File: config.mk
export PLATFORM = sky130hd
export DESIGN_NAME = interrupt_controller
export DESIGN_NICKNAME = d
export VERILOG_FILES = /design/src/rtl/interrupt_controller.sv
export SDC_FILE = /design/constraint.sdc
export NUM_CORES = 1
export LEC_CHECK = 0
export BUFFER_PORTS_ARGS = -buffer_cell sky130_fd_sc_hd__buf_2
export CORE_MARGIN = 2
export CORE_UTILIZATION = 46
export DETAILED_ROUTE_END_ITERATION = 10
export MAX_ROUTING_LAYER = met4
export PLACE_DENSITY = 0.79
export SKIP_LAST_GASP = 1
export SYNTH_ARGS = -nofsm -noshare
export SYNTH_HDL_FRONTEND = slang
export SYNTH_SLANG_ARGS = --single-unit
File: constraint.sdc
create_clock -name clk -period 1.7 [get_ports clk]
set_input_delay 0.17 -clock clk [delete_from_list [all_inputs] [get_ports clk]]
set_output_delay 0.17 -clock clk [all_outputs]
set_load 0.1 [all_outputs]
File: src/rtl/interrupt_controller.sv
// rtl/interrupt_controller.sv - edge-captured, masked, fixed-priority interrupt issuer with done/timeout handshake
//
// Ports:
//   clk       - single clock, all state updates on the rising edge
//   reset     - synchronous active-low reset
//   irq_req   - level requests from peripherals; bit 0 has the highest priority
//   int_done  - processor finished interrupt entry (WB-stage flag); only looked at in ASSERT/WAIT_DONE
//   cfg_we    - configuration write strobe
//   cfg_data  - [NUM_SRC-1:0] enable mask, [15] clear all pending, [14] clear err
//   int_line  - registered interrupt line to the processor (the "int" output; that name is a reserved word)
//   int_id    - index of the last granted source, zero-extended to 16 bits
//   busy      - 1 whenever the FSM is not in IDLE
//   err       - sticky timeout flag
module interrupt_controller #(
    parameter int NUM_SRC   = 4,
    parameter int PULSE_LEN = 2,
    parameter int TIMEOUT   = 64
) (
    input  logic               clk,
    input  logic               reset,
    input  logic [NUM_SRC-1:0] irq_req,
    input  logic               int_done,
    input  logic               cfg_we,
    input  logic [15:0]        cfg_data,
    output logic               int_line,
    output logic [15:0]        int_id,
    output logic               busy,
    output logic               err
);

    localparam int PW = $clog2(PULSE_LEN + 1);
    localparam int TW = $clog2(TIMEOUT + 1);

    typedef enum logic [1:0] {
        IDLE      = 2'd0,
        ASSERT    = 2'd1,
        WAIT_DONE = 2'd2,
        GAP       = 2'd3
    } state_t;

    state_t             state;
    logic [NUM_SRC-1:0] irq_prev;
    logic [NUM_SRC-1:0] pending;
    logic [NUM_SRC-1:0] enable;
    logic [PW-1:0]      pulse_cnt;
    logic [TW-1:0]      tmo_cnt;
    logic               done_seen;

    logic [NUM_SRC-1:0] rise;
    logic [NUM_SRC-1:0] req;
    logic [NUM_SRC-1:0] grant_oh;
    logic [NUM_SRC-1:0] pending_next;
    logic               grant_valid;
    logic [15:0]        grant_id;
    logic               cfg_unused;

    // Configuration bits between the mask and the command bits carry no meaning.
    assign cfg_unused = &{1'b0, cfg_data[13:NUM_SRC]};

    assign rise = irq_req & ~irq_prev;
    assign req  = pending & enable;

    // Lowest set index wins: scan from the top so the last hit is the lowest.
    always_comb begin
        grant_valid = 1'b0;
        grant_id    = '0;
        grant_oh    = '0;
        for (int i = NUM_SRC - 1; i >= 0; i--) begin
            if (req[i]) begin
                grant_valid = 1'b1;
                grant_id    = 16'(i);
                grant_oh    = '0;
                grant_oh[i] = 1'b1;
            end
        end
    end

    // Clears first, then a same-cycle rise re-sets its bit (set wins).
    always_comb begin
        pending_next = pending;
        if (cfg_we && cfg_data[15]) begin
            pending_next = '0;
        end
        if (state == IDLE && grant_valid) begin
            pending_next = pending_next & ~grant_oh;
        end
        pending_next = pending_next | rise;
    end

    always_ff @(posedge clk) begin
        if (!reset) begin
            state     <= IDLE;
            irq_prev  <= irq_req;   // levels held through reset must not look like a rise
            pending   <= '0;
            enable    <= '0;
            pulse_cnt <= '0;
            tmo_cnt   <= '0;
            done_seen <= 1'b0;
            int_line  <= 1'b0;
            int_id    <= '0;
            busy      <= 1'b0;
            err       <= 1'b0;
        end else begin
            irq_prev <= irq_req;
            pending  <= pending_next;

            if (cfg_we) begin
                enable <= cfg_data[NUM_SRC-1:0];
                if (cfg_data[14]) begin
                    err <= 1'b0;
                end
            end

            case (state)
                IDLE: begin
                    if (grant_valid) begin
                        state     <= ASSERT;
                        int_line  <= 1'b1;
                        int_id    <= grant_id;
                        busy      <= 1'b1;
                        pulse_cnt <= '0;
                        done_seen <= 1'b0;
                    end
                end
                ASSERT: begin
                    if (pulse_cnt == PW'(PULSE_LEN - 1)) begin
                        int_line  <= 1'b0;
                        tmo_cnt   <= '0;
                        done_seen <= 1'b0;
                        state     <= (done_seen || int_done) ? GAP : WAIT_DONE;
                    end else begin
                        pulse_cnt <= pulse_cnt + 1'b1;
                        done_seen <= done_seen | int_done;
                    end
                end
                WAIT_DONE: begin
                    if (int_done) begin
                        state <= GAP;
                    end else if (tmo_cnt == TW'(TIMEOUT - 1)) begin
                        // A timeout on the same edge as a software clear still reports.
                        err   <= 1'b1;
                        state <= GAP;
                    end else begin
                        tmo_cnt <= tmo_cnt + 1'b1;
                    end
                end
                GAP: begin
                    state <= IDLE;
                    busy  <= 1'b0;
                end
                default: begin
                    state    <= IDLE;
                    int_line <= 1'b0;
                    busy     <= 1'b0;
                end
            endcase
        end
    end

endmodule

Word-level counts from Yosys, hierarchy flattened
Index checks and enable logic that the tools add are counted.
{"block": "word_totals", "ff_bits": 43, "elab_cells": 84, "inputBits": 24, "out_inout_bits": 19}
{"block": "classes", "n_mux": 39, "reduce_logical": 14, "bitwise": 7, "eq_ne": 11, "add_sub_neg": 2}
{"op": "16-bit 2-to-1 mux", "count": 3}
{"op": "4-bit 2-to-1 mux", "count": 6}
{"op": "7-bit 2-to-1 mux", "count": 3}
{"op": "1-bit 2-to-1 mux", "count": 14}
{"op": "2-bit 2-to-1 mux", "count": 7}
{"op": "7-bit case mux with 2 select lines", "count": 1}
{"op": "4-bit AND", "count": 3}
{"op": "2-bit != test, second input constant", "count": 5}
{"op": "3-bit AND reduction", "count": 3}
{"op": "4-bit inverter", "count": 2}
{"op": "2-bit case mux with 4 select lines", "count": 1}
{"op": "7-bit by 1-bit adder with 7-bit output, second input constant", "count": 1}
{"op": "7-bit by 6-bit == test with 1-bit output, second input constant", "count": 1}
{"op": "1-bit case mux with 2 select lines", "count": 3}
{"op": "2-bit AND reduction", "count": 3}
{"op": "2-bit nonzero test", "count": 3}
{"op": "2-bit by 1-bit == test with 1-bit output, second input constant", "count": 2}
{"op": "2-bit == test, second input constant", "count": 2}
{"op": "4-bit bitwise OR", "count": 1}
{"op": "2-bit case mux with 2 select lines", "count": 1}
{"op": "4-bit AND reduction", "count": 1}
{"op": "3-bit != test, second input constant", "count": 1}
{"op": "2-bit by 1-bit adder with 2-bit output, second input constant", "count": 1}
{"op": "1-bit logical AND", "count": 2}
{"op": "other kinds (3)", "count": 3}

Longest topological paths before layout
{"block": "depth", "word_depth": 9, "mapped_depth": 7, "depth_no_buf": 6}

Worst setup path before layout
Ideal clock, no wire load.
{"block": "synth_path", "path_type": "reg2reg", "start": "register state[1]", "end": "register tmo_cnt[3]", "path_buffers": 1, "arrival_ps": 1622, "period_less_slack_ps": 1692, "path_slack_ps": 8, "required_ps": 1630, "stages_incl_launch_ff": 8, "setup_time_ps": 70, "cell_sequence": "dfxtp_1 -> inv_1 -> ha_1 -> buf_2 -> nand2b_2 -> o211ai_1 -> or4_1 -> a21boi_1"}
{"block": "synth_via", "elab_chain_len": 3, "elab_cells_between_ends": 8}
{"element": "start: declaration", "line_no": "41", "source": "state_t state;"}
{"element": "start signal: assignment", "line_no": "130", "source": "state <= (done_seen || int_done) ? GAP : WAIT_DONE;"}
{"element": "2-bit == test or 2-bit by 1-bit == test with 1-bit output (tied branches)", "line_no": "114", "source": "case (state)"}
{"element": "2-bit != test (no source line) or 2-bit nonzero test (tied branches)"}
{"element": "4-bit AND reduction (no source line)"}
{"element": "end signal: assignment", "line_no": "144", "source": "tmo_cnt <= tmo_cnt + 1'b1;"}
{"element": "end: declaration", "line_no": "46", "source": "logic [TW-1:0] tmo_cnt;"}
Parallel ways exist; a longest one is shown, timed or not.
A chain may end at the register's enable or synchronous reset.

Worst setup path in the final report
{"block": "layout_path", "start": "register tmo_cnt[0]", "end": "register tmo_cnt[3]"}
{"block": "layout_via", "elab_chain_len": 4, "elab_cells_between_ends": 7}
{"element": "7-bit by 1-bit adder with 7-bit output", "line_no": "144"}
{"element": "7-bit 2-to-1 mux", "line_no": "139", "source": "end else if (tmo_cnt == TW'(TIMEOUT - 1)) begin"}
{"element": "7-bit 2-to-1 mux", "line_no": "137", "source": "if (int_done) begin"}
{"element": "7-bit case mux with 2 select lines", "line_no": "114"}
Parallel ways exist; a longest one is shown, timed or not. The select of a mux whose other input is x is not followed.

==> results.txt <==
Fraction of registers with async set/reset: 0
Startpoint Class: flip-flop
Estimated wirelength of the detail-placed design: 2200 um
Max cap viols: 0
CTS max path bufs: 2
Diodes inserted: 0
Share of cells above drive strength 1: 0.268
Clock sink total: 29
Number of synthesized flops with an enable pin: 0
Seq/Total Area, Yosys: 0.378
Final ANT Viol Nets: 0
Later-pin clock latency in the skew report: 0.34 ns
Setup violations, final: 0
Mapped Area: 1540 um^2
Hold_ws: 0.0794 ns
CP endpoint kind: flip-flop
Cell variety after synth: 44
Ys Warns: 0
H-tree depth: 2
Post-route core utilization: 0.595
Post-route insts no fill: 253
Pin count of the biggest net entering global routing: 17
Slowest stage cell, crit path: or4_1
Final GP Congestion: 0.854
Via count: 1267
Syn-to-layout area delta: 20.1%
Gr usage total: 0.187
GR Overflow Total: 0
Initial Utilization: 0.495
Critical Path Source: tmo_cnt[0]
Clk slew on worst S/H paths: 0.10 ns
Post-Synthesis Cells: 171
Port bufs: 18
Final period util: 0.970
DR pass1 iterations: 6
Die Y: 61.8 um
CORE AREA: 3100 um^2
RSZ-0062 raised after global routing: false
Root buffer cell: clkbuf_4
Worst endpoint required time: 1.98 ns
R2r startpoint: tmo_cnt[0]
Global-route wire length before repair: 4850 um
Critical Path, Cell by Cell: ha_2 > and4b_4 > and3_4 > or4_1 > a21boi_1
Nets: 239
Peak supply drop: 0.000556 V
Synth Flop Type: dfxtp_1
Ports: 43
Routed wire per std cell: 11.8 um
# DRC: 0
1st-iter DRT viols: 54
Avg Inst Size Synth: 8.99 um^2
Critical path type: reg2reg
Critical-path maximum fanout: 6
Crit path largest cell delay: 0.50 ns
Worst Skew: 0.00580 ns
Max Slew Vio Count: 0
Final min period: 1.65 ns
TritonCTS clock tree: done
Max Clk Rate: 0.606 GHz
Vias in the first global route: 1096
Status: finished, final reports clean
#FFs+latches synth: 29
Full die area: 3820 um^2
Min-Delay Startpoint: cfg_data[2]
Leak: 0.779 nW
P per Cell Area: 1160 nW/um^2
Die width: 61.8 um
DR vias/cell: 5.01
Min-delay worst type: in2reg
Core Rows: 20
TritonCTS buffer count: 5
Detailed Route WL: 2980 um
Critical Path AT: 1.93 ns
Final hold violation count: 0
Placed cells: 240
Initial antenna violation count: 0
[metrics by stage]
stage	TNS [ns]	worst slack, ns	total power, mW	instance area (um^2)
2_1_floorplan	0	0.00846	1.41	1590
3_3_place_gp	0	0.0609	1.60	1700
3_5_place_dp	-0.0174	-0.0174	1.62	1700
4_1_cts	0	0.000968	2.13	1820
5_1_grt	0	0.00274	2.28	1850
6_report	0	0.0506	2.14	1850
[logic make-up after synthesis]
logic type / Yosys count / synth area share
AO/OA/AOI/OAI: 40 / 0.187
flip-flops: 29 / 0.378
buffers and inverters: 27 / 0.101
adder cells (fa/ha/maj): 7 / 0.0570
other: 1 / 0.00244
XOR/XNOR: 1 / 0.00570
multiplexers: 8 / 0.0521
AND/OR/NAND/NOR: 58 / 0.217
[cell usage in the layout (no fill, tap or decap), types with 3 or more instances in the layout]
cell and instances:
ha_2 4, conb_1 14, nand2_1 21, a21boi_0 4
nor2b_1 12, o22ai_1 3, inv_1 6, a32oi_1 4
dfxtp_1 27, buf_4 14, and2_1 3, mux2i_1 8
nand3_1 3, dlygate4sd3_1 4, ha_1 3, o21ai_0 8
o21a_1 3, clkbuf_4 5, buf_2 18
[cell usage after synthesis, types with 2 or more instances]
cell type | n | area (um^2)
o21ai_0 | 8 | 40.0
clkbuf_1 | 4 | 15.0
a32oi_1 | 4 | 35.0
o211ai_1 | 2 | 15.0
a21boi_0 | 5 | 37.5
or4_1 | 2 | 15.0
inv_1 | 8 | 30.0
o21a_1 | 3 | 22.5
a31oi_1 | 2 | 12.5
a22o_1 | 2 | 17.5
o2111ai_1 | 2 | 17.5
nor3_1 | 2 | 10.0
nor2b_1 | 12 | 75.1
buf_4 | 14 | 105
ha_1 | 7 | 87.6
a21oi_1 | 2 | 10.0
nor2_1 | 2 | 7.51
nand2_1 | 21 | 78.8
mux2i_1 | 8 | 80.1
dfxtp_1 | 29 | 581
o22ai_1 | 3 | 18.8
nand3_1 | 3 | 15.0
nand2b_1 | 2 | 12.5
nand4_1 | 2 | 12.5
and2_1 | 3 | 18.8
[registers in the layout, indices dropped and copies added, names as in the netlist]
| signal | flops |
|---|---|
| tmo_cnt | 7 |
| pulse_cnt | 2 |
| irq_prev | 4 |
| pending | 4 |
| done_seen | 1 |
| busy | 1 |
| err | 1 |
| int_id | 2 |
| int_line | 1 |
| state | 2 |
| enable | 4 |
[critical path: cells and delay by family (launching register included)]
kind | cells | cell delay, ns
and+or+nand+nor | 3 | 0.92
adders and majority gates | 1 | 0.19
AOI/OAI and AO/OA | 1 | 0.15
DFF | 1 | 0.33
[layout make-up]
type                       instances  area [um^2]
fill                             298         1260
multi-input combinational        128          872
sequential                        29          583
timing repair buffer              36          235
clock buffer                       7         65.1
tap                               44         55.1
inverter                           8         30.0
clock inverter                     1         5.00
[routing by layer]
metal  track usage  part of all wire  up-vias
met1         0.224              0.47      581
met4        0.0912             0.024        0
met2         0.269              0.45       32
li1              -                 -      649
met3        0.0807             0.055        5
met5             -                 0        -
[path summary, 6_finish.rpt]
kind	endpoint	slack (ns)	depth (start not counted)
hold / removal	enable[2]	0.08	3
setup / recovery	tmo_cnt[3]	0.05	5
hold reg to reg	tmo_cnt[6]	0.46	2
setup reg to reg	tmo_cnt[3]	0.05	5
[power breakdown]
part | leakage [nW] | switching [mW] | internal, mW
Combinational | 0.500 | 0.536 | 0.333
Sequential | 0.238 | 0.0420 | 0.732
Clock | 0.0413 | 0.256 | 0.239
[repair_timing]
action,4_1_cts,5_1_grt
setup buffers,0,1
hold buffers,4,0
endpoints found under the setup margin,2,10
endpoints found under the hold margin,4,0
pin swaps,0,2
resized for setup,2,9
Note: power is estimated with default switching activity, not from simulation.
